$ cat src/rtl/uart_tx_port.sv
// Serial transmit port fed by the CPU output registers: start bit, 8 data bits LSB first,
// optional even parity, and one stop bit, with a polled status byte {ovr, done, busy}.
module uart_tx_port #(
    parameter int unsigned CLKS_PER_BIT = 16
) (
    input  logic       clk,
    input  logic       reset,
    input  logic [7:0] data_in,
    input  logic [7:0] ctrl_in,
    output logic       tx,
    output logic [7:0] status
);

    localparam int unsigned DATA_W = 8;
    localparam int unsigned BAUD_W = 16;
    localparam int unsigned IDX_W  = 3;
    localparam logic [BAUD_W-1:0] BAUD_LAST = BAUD_W'(CLKS_PER_BIT - 1);
    localparam logic [IDX_W-1:0]  IDX_LAST  = IDX_W'(DATA_W - 1);

    typedef enum logic [2:0] {
        S_IDLE   = 3'd0,
        S_START  = 3'd1,
        S_DATA   = 3'd2,
        S_PARITY = 3'd3,
        S_STOP   = 3'd4
    } state_t;

    state_t              r_state;
    state_t              w_state_nxt;
    logic [1:0]          r_ctrl_q;
    logic [BAUD_W-1:0]   r_baud;
    logic [BAUD_W-1:0]   w_baud_nxt;
    logic [DATA_W-1:0]   r_shift;
    logic [DATA_W-1:0]   w_shift_nxt;
    logic [IDX_W-1:0]    r_idx;
    logic [IDX_W-1:0]    w_idx_nxt;
    logic                r_par_en;
    logic                w_par_en_nxt;
    logic                r_par;
    logic                w_par_nxt;
    logic                r_busy;
    logic                w_busy_nxt;
    logic                r_done;
    logic                w_done_nxt;
    logic                r_ovr;
    logic                w_ovr_nxt;
    logic                w_tx_nxt;
    logic                w_frame_done;
    logic                w_start_p;
    logic                w_ack_p;
    logic                w_bit_end;
    logic                w_unused_ctrl;

    assign w_start_p     = ctrl_in[0] & ~r_ctrl_q[0];
    assign w_ack_p       = ctrl_in[1] & ~r_ctrl_q[1];
    assign w_bit_end     = (r_baud == BAUD_LAST);
    assign w_unused_ctrl = ^ctrl_in[7:3];

    assign status = {5'b0, r_ovr, r_done, r_busy};

    // State and datapath registers
    always_ff @(posedge clk) begin
        if (reset) begin
            r_state  <= S_IDLE;
            r_ctrl_q <= 2'b00;
            r_baud   <= '0;
            r_shift  <= '0;
            r_idx    <= '0;
            r_par_en <= 1'b0;
            r_par    <= 1'b0;
            r_busy   <= 1'b0;
            r_done   <= 1'b0;
            r_ovr    <= 1'b0;
            tx       <= 1'b1;
        end else begin
            r_state  <= w_state_nxt;
            r_ctrl_q <= ctrl_in[1:0];
            r_baud   <= w_baud_nxt;
            r_shift  <= w_shift_nxt;
            r_idx    <= w_idx_nxt;
            r_par_en <= w_par_en_nxt;
            r_par    <= w_par_nxt;
            r_busy   <= w_busy_nxt;
            r_done   <= w_done_nxt;
            r_ovr    <= w_ovr_nxt;
            tx       <= w_tx_nxt;
        end
    end

    // Next-state, datapath and flag logic; tx/busy are derived from the next state
    always_comb begin
        w_state_nxt  = r_state;
        w_baud_nxt   = r_baud;
        w_shift_nxt  = r_shift;
        w_idx_nxt    = r_idx;
        w_par_en_nxt = r_par_en;
        w_par_nxt    = r_par;
        w_done_nxt   = r_done;
        w_ovr_nxt    = r_ovr;
        w_frame_done = 1'b0;
        w_busy_nxt   = 1'b0;
        w_tx_nxt     = 1'b1;

        if (r_state != S_IDLE) begin
            w_baud_nxt = w_bit_end ? '0 : r_baud + BAUD_W'(1);
        end

        case (r_state)
            S_IDLE: begin
                if (w_start_p) begin
                    w_state_nxt  = S_START;
                    w_shift_nxt  = data_in;
                    w_par_en_nxt = ctrl_in[2];
                    w_par_nxt    = ^data_in;
                    w_baud_nxt   = '0;
                end
            end
            S_START: begin
                if (w_bit_end) begin
                    w_state_nxt = S_DATA;
                    w_idx_nxt   = '0;
                end
            end
            S_DATA: begin
                if (w_bit_end) begin
                    w_shift_nxt = r_shift >> 1;
                    w_idx_nxt   = r_idx + IDX_W'(1);
                    if (r_idx == IDX_LAST) begin
                        w_state_nxt = r_par_en ? S_PARITY : S_STOP;
                    end
                end
            end
            S_PARITY: begin
                if (w_bit_end) begin
                    w_state_nxt = S_STOP;
                end
            end
            S_STOP: begin
                if (w_bit_end) begin
                    w_state_nxt  = S_IDLE;
                    w_frame_done = 1'b1;
                end
            end
            default: begin
                w_state_nxt = S_IDLE;
            end
        endcase

        // Set beats clear for done; a start while busy is dropped and flagged
        if (w_frame_done) begin
            w_done_nxt = 1'b1;
        end else if (w_ack_p || (w_start_p && (r_state == S_IDLE))) begin
            w_done_nxt = 1'b0;
        end

        if (w_start_p && (r_state != S_IDLE)) begin
            w_ovr_nxt = 1'b1;
        end else if (w_ack_p) begin
            w_ovr_nxt = 1'b0;
        end

        w_busy_nxt = (w_state_nxt != S_IDLE);

        case (w_state_nxt)
            S_START:  w_tx_nxt = 1'b0;
            S_DATA:   w_tx_nxt = w_shift_nxt[0];
            S_PARITY: w_tx_nxt = w_par_nxt;
            default:  w_tx_nxt = 1'b1;
        endcase
    end

endmodule

$ cat config.mk
export PLATFORM = sky130hd
export DESIGN_NAME = uart_tx_port
export DESIGN_NICKNAME = d
export VERILOG_FILES = /design/src/rtl/uart_tx_port.sv
export SDC_FILE = /design/constraint.sdc
export NUM_CORES = 1
export LEC_CHECK = 0
export CAP_MARGIN = 20
export CORE_ASPECT_RATIO = 0.8
export CORE_MARGIN = 5
export CORE_UTILIZATION = 33
export CTS_CLUSTER_DIAMETER = 120
export CTS_CLUSTER_SIZE = 24
export DETAILED_ROUTE_END_ITERATION = 10
export PLACE_DENSITY = 0.58
export RECOVER_POWER = 100
export SYNTH_ARGS = -nofsm -noshare
export SYNTH_HDL_FRONTEND = slang
export SYNTH_SLANG_ARGS = --single-unit
$ cat constraint.sdc
create_clock -name clk -period 2.2 [get_ports clk]
set_clock_uncertainty 0.15 [all_clocks]
set_input_delay 0.22 -clock clk [delete_from_list [all_inputs] [get_ports clk]]
set_output_delay 0.22 -clock clk [all_outputs]
set_load 0.01 [all_outputs]
Word-level counts from Yosys, hierarchy flattened
Cells that the tools add are included.

operators by class
  add/subtract/negate cells = 2
  equality and inequality tests = 12
  mux-type cells = 27
  bitwise logic cells = 4
  reductions and logical operators = 14

operators by type and width
  cell                                                                    number
  16-bit two-way mux                                                      4
  3-bit two-way mux                                                       9
  16-bit by 1-bit adder with 16-bit output, second input constant         1
  16-bit by 4-bit equality test with 1-bit output, second input constant  1
  8-bit two-way mux                                                       2
  8-bit case mux with 2 select lines                                      1
  3-bit case mux with 5 select lines                                      1
  3-bit by 2-bit equality test with 1-bit output, second input constant   4
  1-bit two-way mux                                                       8
  2-bit nonzero test                                                      4
  8-bit XOR reduction                                                     1
  3-bit by 1-bit equality test with 1-bit output, second input constant   2
  3-bit equality test, second input constant                              2
  2-bit inequality test, second input constant                            3
  3-bit case mux with 2 select lines                                      1
  3-bit AND reduction                                                     2
  3-bit nonzero test                                                      2
  3-bit by 1-bit adder with 3-bit output, second input constant           1
  3-bit logical NOT                                                       1
  1-bit case mux with 3 select lines                                      1
  1-bit AND                                                               2
  1-bit logical AND                                                       2
  1-bit NOT                                                               2
  2-bit AND reduction                                                     1
  1-bit logical OR                                                        1

storage, ports and cells
  register bits = 38
  input port bits = 18
  word-level logic and storage cells = 71

Logic depth before layout (Yosys ltp)
  word-level depth = 6
  gate-level depth with buffers = 9

Worst setup path after synthesis
Ideal clock, no wire load.

  kind = register to register
  from = register r_baud[0]
  to = register tx
  setup time = 0.120 ns
  arrival = 1.911 ns
  data required time = 1.930 ns
  path slack = 0.019 ns
  stages on the path, launching flop included = 10
  path buffers = 2
  clock period less this slack = 2.181 ns
  cell sequence = dfxtp_1 -> ha_1 -> and3_4 -> and4_1 -> buf_6 -> and2_1 -> buf_6 -> a221oi_4 -> nand2b_1 -> a211o_1

on the way
  longest elaborated chain between the ends = 5
  elaborated cells on any way between the ends = 12
  those cells by class = eq/ne (4); mux (8)

ends and longest elaborated chain
  item                                                                                                              line  RTL
  start, declared                                                                                                   31    logic [BAUD_W-1:0] r_baud;
  start signal, assigned                                                                                            78    r_baud <= w_baud_nxt;
  16-bit by 4-bit equality test with 1-bit output (*)                                                               56    assign w_bit_end = (r_baud == BAUD_LAST);
  3-bit two-way mux, on equally long branches                                                                       -
  3-bit case mux with 5 select lines                                                                                108   case (r_state)
  3-bit by 2-bit equality test with 1-bit output or 3-bit by 1-bit equality test with 1-bit output (tied branches)  164   case (w_state_nxt)
  1-bit case mux with 3 select lines (*)                                                                            164
  end signal, assigned                                                                                              86    tx <= w_tx_nxt;
  end, declared                                                                                                     10    output logic tx,

Mark *: on every way between the ends. The rest lies on a longest branch, timed or not. The select of a mux whose other input is x is not followed.
A chain may end at the register's enable or synchronous reset.

Worst setup path in the final report
  from = register r_baud[1]
  to = register tx

The elaborated chain is that of the path after synthesis.

==> run summary <==
Routed Antenna Nets - 0
Total Routing Usage GR - 0.116
fin worst setup slack - 0.126 ns
clk buf depth - 2
Die Y - 79.4 µm
Avg WL per Cell - 12.7 µm
Core ar. - 5880 µm²
Syn Inst Count - 238
synth warn - 0
CP cell instances - ha_1 -> and3_4 -> and4_4 -> and2_0 -> a221oi_4 -> nand2b_1 -> a211o_1
Power Density - 653 nW/µm²
RR Startpoint - r_baud[1]
Netlist cell types - 45
largest area contributor in the netlist - dfxtp_1
DP Area - 2220 µm²
fin area - 2310 µm²
CTS tree - done
area share of the largest cell type after synthesis - 0.383
final hold slack - 0.306 ns
RR Endpoint - tx
Cell Rows - 25
dominant cells by area after synthesis - dfxtp_1 (38%), nor2_1 (6.0%), a21oi_1 (5.8%)
Pre-Repair DR Iteration Count - 4
Hold Crit Class - reg2reg
placed instance count - 329
FF-to-FF setup slack - 0.13 ns
Main synth FF type - dfxtp_1
vias in the first global route - 1512
clock transition at the registers of the reported paths - 0.08 ns
post-route setup TNS - 0 ns
initial antenna violation count - 0
worst path required time - 2.24 ns
critical path class - reg2reg
worst-margin pin slew - 0.779 ns
layout cell share with drive strength beyond 1 - 0.113
Worst Hold Depth - 2
RSZ-0062 raised after global routing - no
Worst setup EP type - register
cell count of the worst reg-to-reg path - 7
Layout Nets - 276
antenna diode count - 0
Peak supply drop - 0.332 mV
Place WS - 0.0449 ns
endpoints failing setup - 0
P_leak - 0.813 nW
Clock Latency Late Sink - 0.30 ns
crit path max-delay cell type - dfxtp_2
Non-Filler Instances - 337
cts hold-fix bufs - 0
GP Congestion - 0.777
Vias/cell - 5.04
Clock Sinks - 38
Worst Path Max Fanout - 6
CP arrival - 2.12 ns
Slew Viols, Final - 0
Hold Startpoint - r_shift[3]
htree depth - 2
clk root buf - clkbuf_8
Seq/Total Area, Yosys - 0.383
largest net degree at the start of global routing - 39
CTS Buf Count - 5
# fillers - 634
I/O Buffers - 16
initial core utilization - 0.338
Synth Register Bits - 38
syn avg cell area - 8.35 µm²
Post-synth ARST share - 0
Rel. slew slack - 0.480
die extent in x - 96.8 µm
first-pass GRT wire length - 7290 µm
max incr delay on CP - 0.34 ns
fin crit period - 2.07 ns
Starting DRT DRC Count - 128
Die Area - 7680 µm²
Final period util - 0.943
Max-cap violations - 0
Post-synth EDFFs - 0
Final Hold Fails - 0
HPWL after DPL - 3010 µm
crit start category - register
hold path endpoint - r_shift[3]
Max Fclk - 482 MHz
grt total ovfl - 0
DRC errors left - 0
status - completed
Layout area overhead - 16.5%
vias post-DR - 1698
Top Ports - 27
final WL - 4280 µm
Mapped Area - 1990 µm²
==> timing repair <==
action | CTS | global route
setup buffers | 0 | 0
setup endpoints to repair | 0 | 1
gates resized for setup | 0 | 3
==> layout make-up <==
| cell class | count | area, µm² | area share |
|---|---|---|---|
| Clock inverter | 3 | 45.0 | 0.0195 |
| Clock buffer | 5 | 68.8 | 0.0297 |
| Inverter | 2 | 7.51 | 0.00324 |
| Multi-Input combinational cell | 178 | 1070 | 0.464 |
| Tap cell | 81 | 101 | 0.0438 |
| Sequential cell | 38 | 762 | 0.329 |
| Timing Repair Buffer | 30 | 255 | 0.110 |
==> placed cells by master (no fill, tap or decap), types with 6 or more instances in the layout <==
cell,n
a21oi_1,23
a22oi_1,9
buf_4,11
clkdlybuf4s50_1,11
dfxtp_1,37
nand2_1,20
nand3_1,7
nor2_1,32
nor4_1,6
o21ai_0,8
xnor2_1,7
==> cell families (layout without fill, tap and decap cells) <==
family | Yosys count | in the layout | synth area share
compound gates | 58 | 58 | 0.195
xor+xnor | 9 | 9 | 0.0397
fa+ha+maj | 3 | 3 | 0.0189
buf+inv | 26 | 40 | 0.0850
flops | 38 | 38 | 0.383
mux | 2 | 2 | 0.0101
other cells | 1 | 5 | 0.00189
simple gates | 101 | 101 | 0.266
==> cells in the mapped netlist (2+ instances only) <==
cell type	n
and2_1	2
a21oi_1	23
nand2b_1	5
clkbuf_1	5
nand4_1	4
a41oi_1	2
o21ai_0	8
and3_1	4
nor4_1	6
ha_1	3
buf_2	6
nand2_1	20
nor3b_1	3
dfxtp_1	38
nor2_1	32
nor3_1	4
buf_6	4
nand3b_1	2
a311oi_1	5
a211oi_1	2
nand3_1	7
a31oi_1	2
inv_1	2
or3_1	2
buf_4	9
xnor2_1	7
nor2b_1	3
mux2i_1	2
xor2_1	2
a22oi_1	9
==> report_power, final <==
group / switching (mW) / internal, mW / leakage [nW]
clock: 0.266 / 0.337 / 0.0504
sequential: 0.00931 / 0.709 / 0.310
combinational: 0.105 / 0.0865 / 0.453
==> metal layers <==
metal	share of wire	GRT usage
met3	0.041	0.0297
met5	0	0
met1	0.53	0.165
met2	0.41	0.167
met4	0.015	0.0463
==> registers in the layout (all words and copies together) (netlist names) <==
register / count
r_baud: 16
r_busy: 1
r_ctrl_q: 2
r_done: 1
r_idx: 3
r_ovr: 1
r_par: 1
r_par_en: 1
r_shift: 8
r_state: 3
tx: 1
==> worst max-delay path: cells and delay by family, from the launching register on <==
kind	cells	cell delay [ns]
AO/OA/AOI/OAI	2	0.58
adder cells (fa/ha/maj)	1	0.21
flip-flops	1	0.34
AND/OR/NAND/NOR	4	0.70
==> worst max path at each step <==
stage               cells past startpoint      start  end
finish                                  7  r_baud[1]   tx
global placement                        7  r_baud[1]   tx
global route                            7  r_baud[1]   tx
floorplan                               9  r_baud[0]   tx
CTS                                     7  r_baud[1]   tx
detailed placement                      7  r_baud[1]   tx
==> metrics by stage <==
stage,total power [mW],util
after floorplan,0.874,-
after global placement,0.932,0.377
after detailed placement,0.932,0.377
after CTS,1.54,0.397
after global routing,1.59,0.394
final,1.51,0.394
Note: power is estimated with default switching activity, not from simulation.
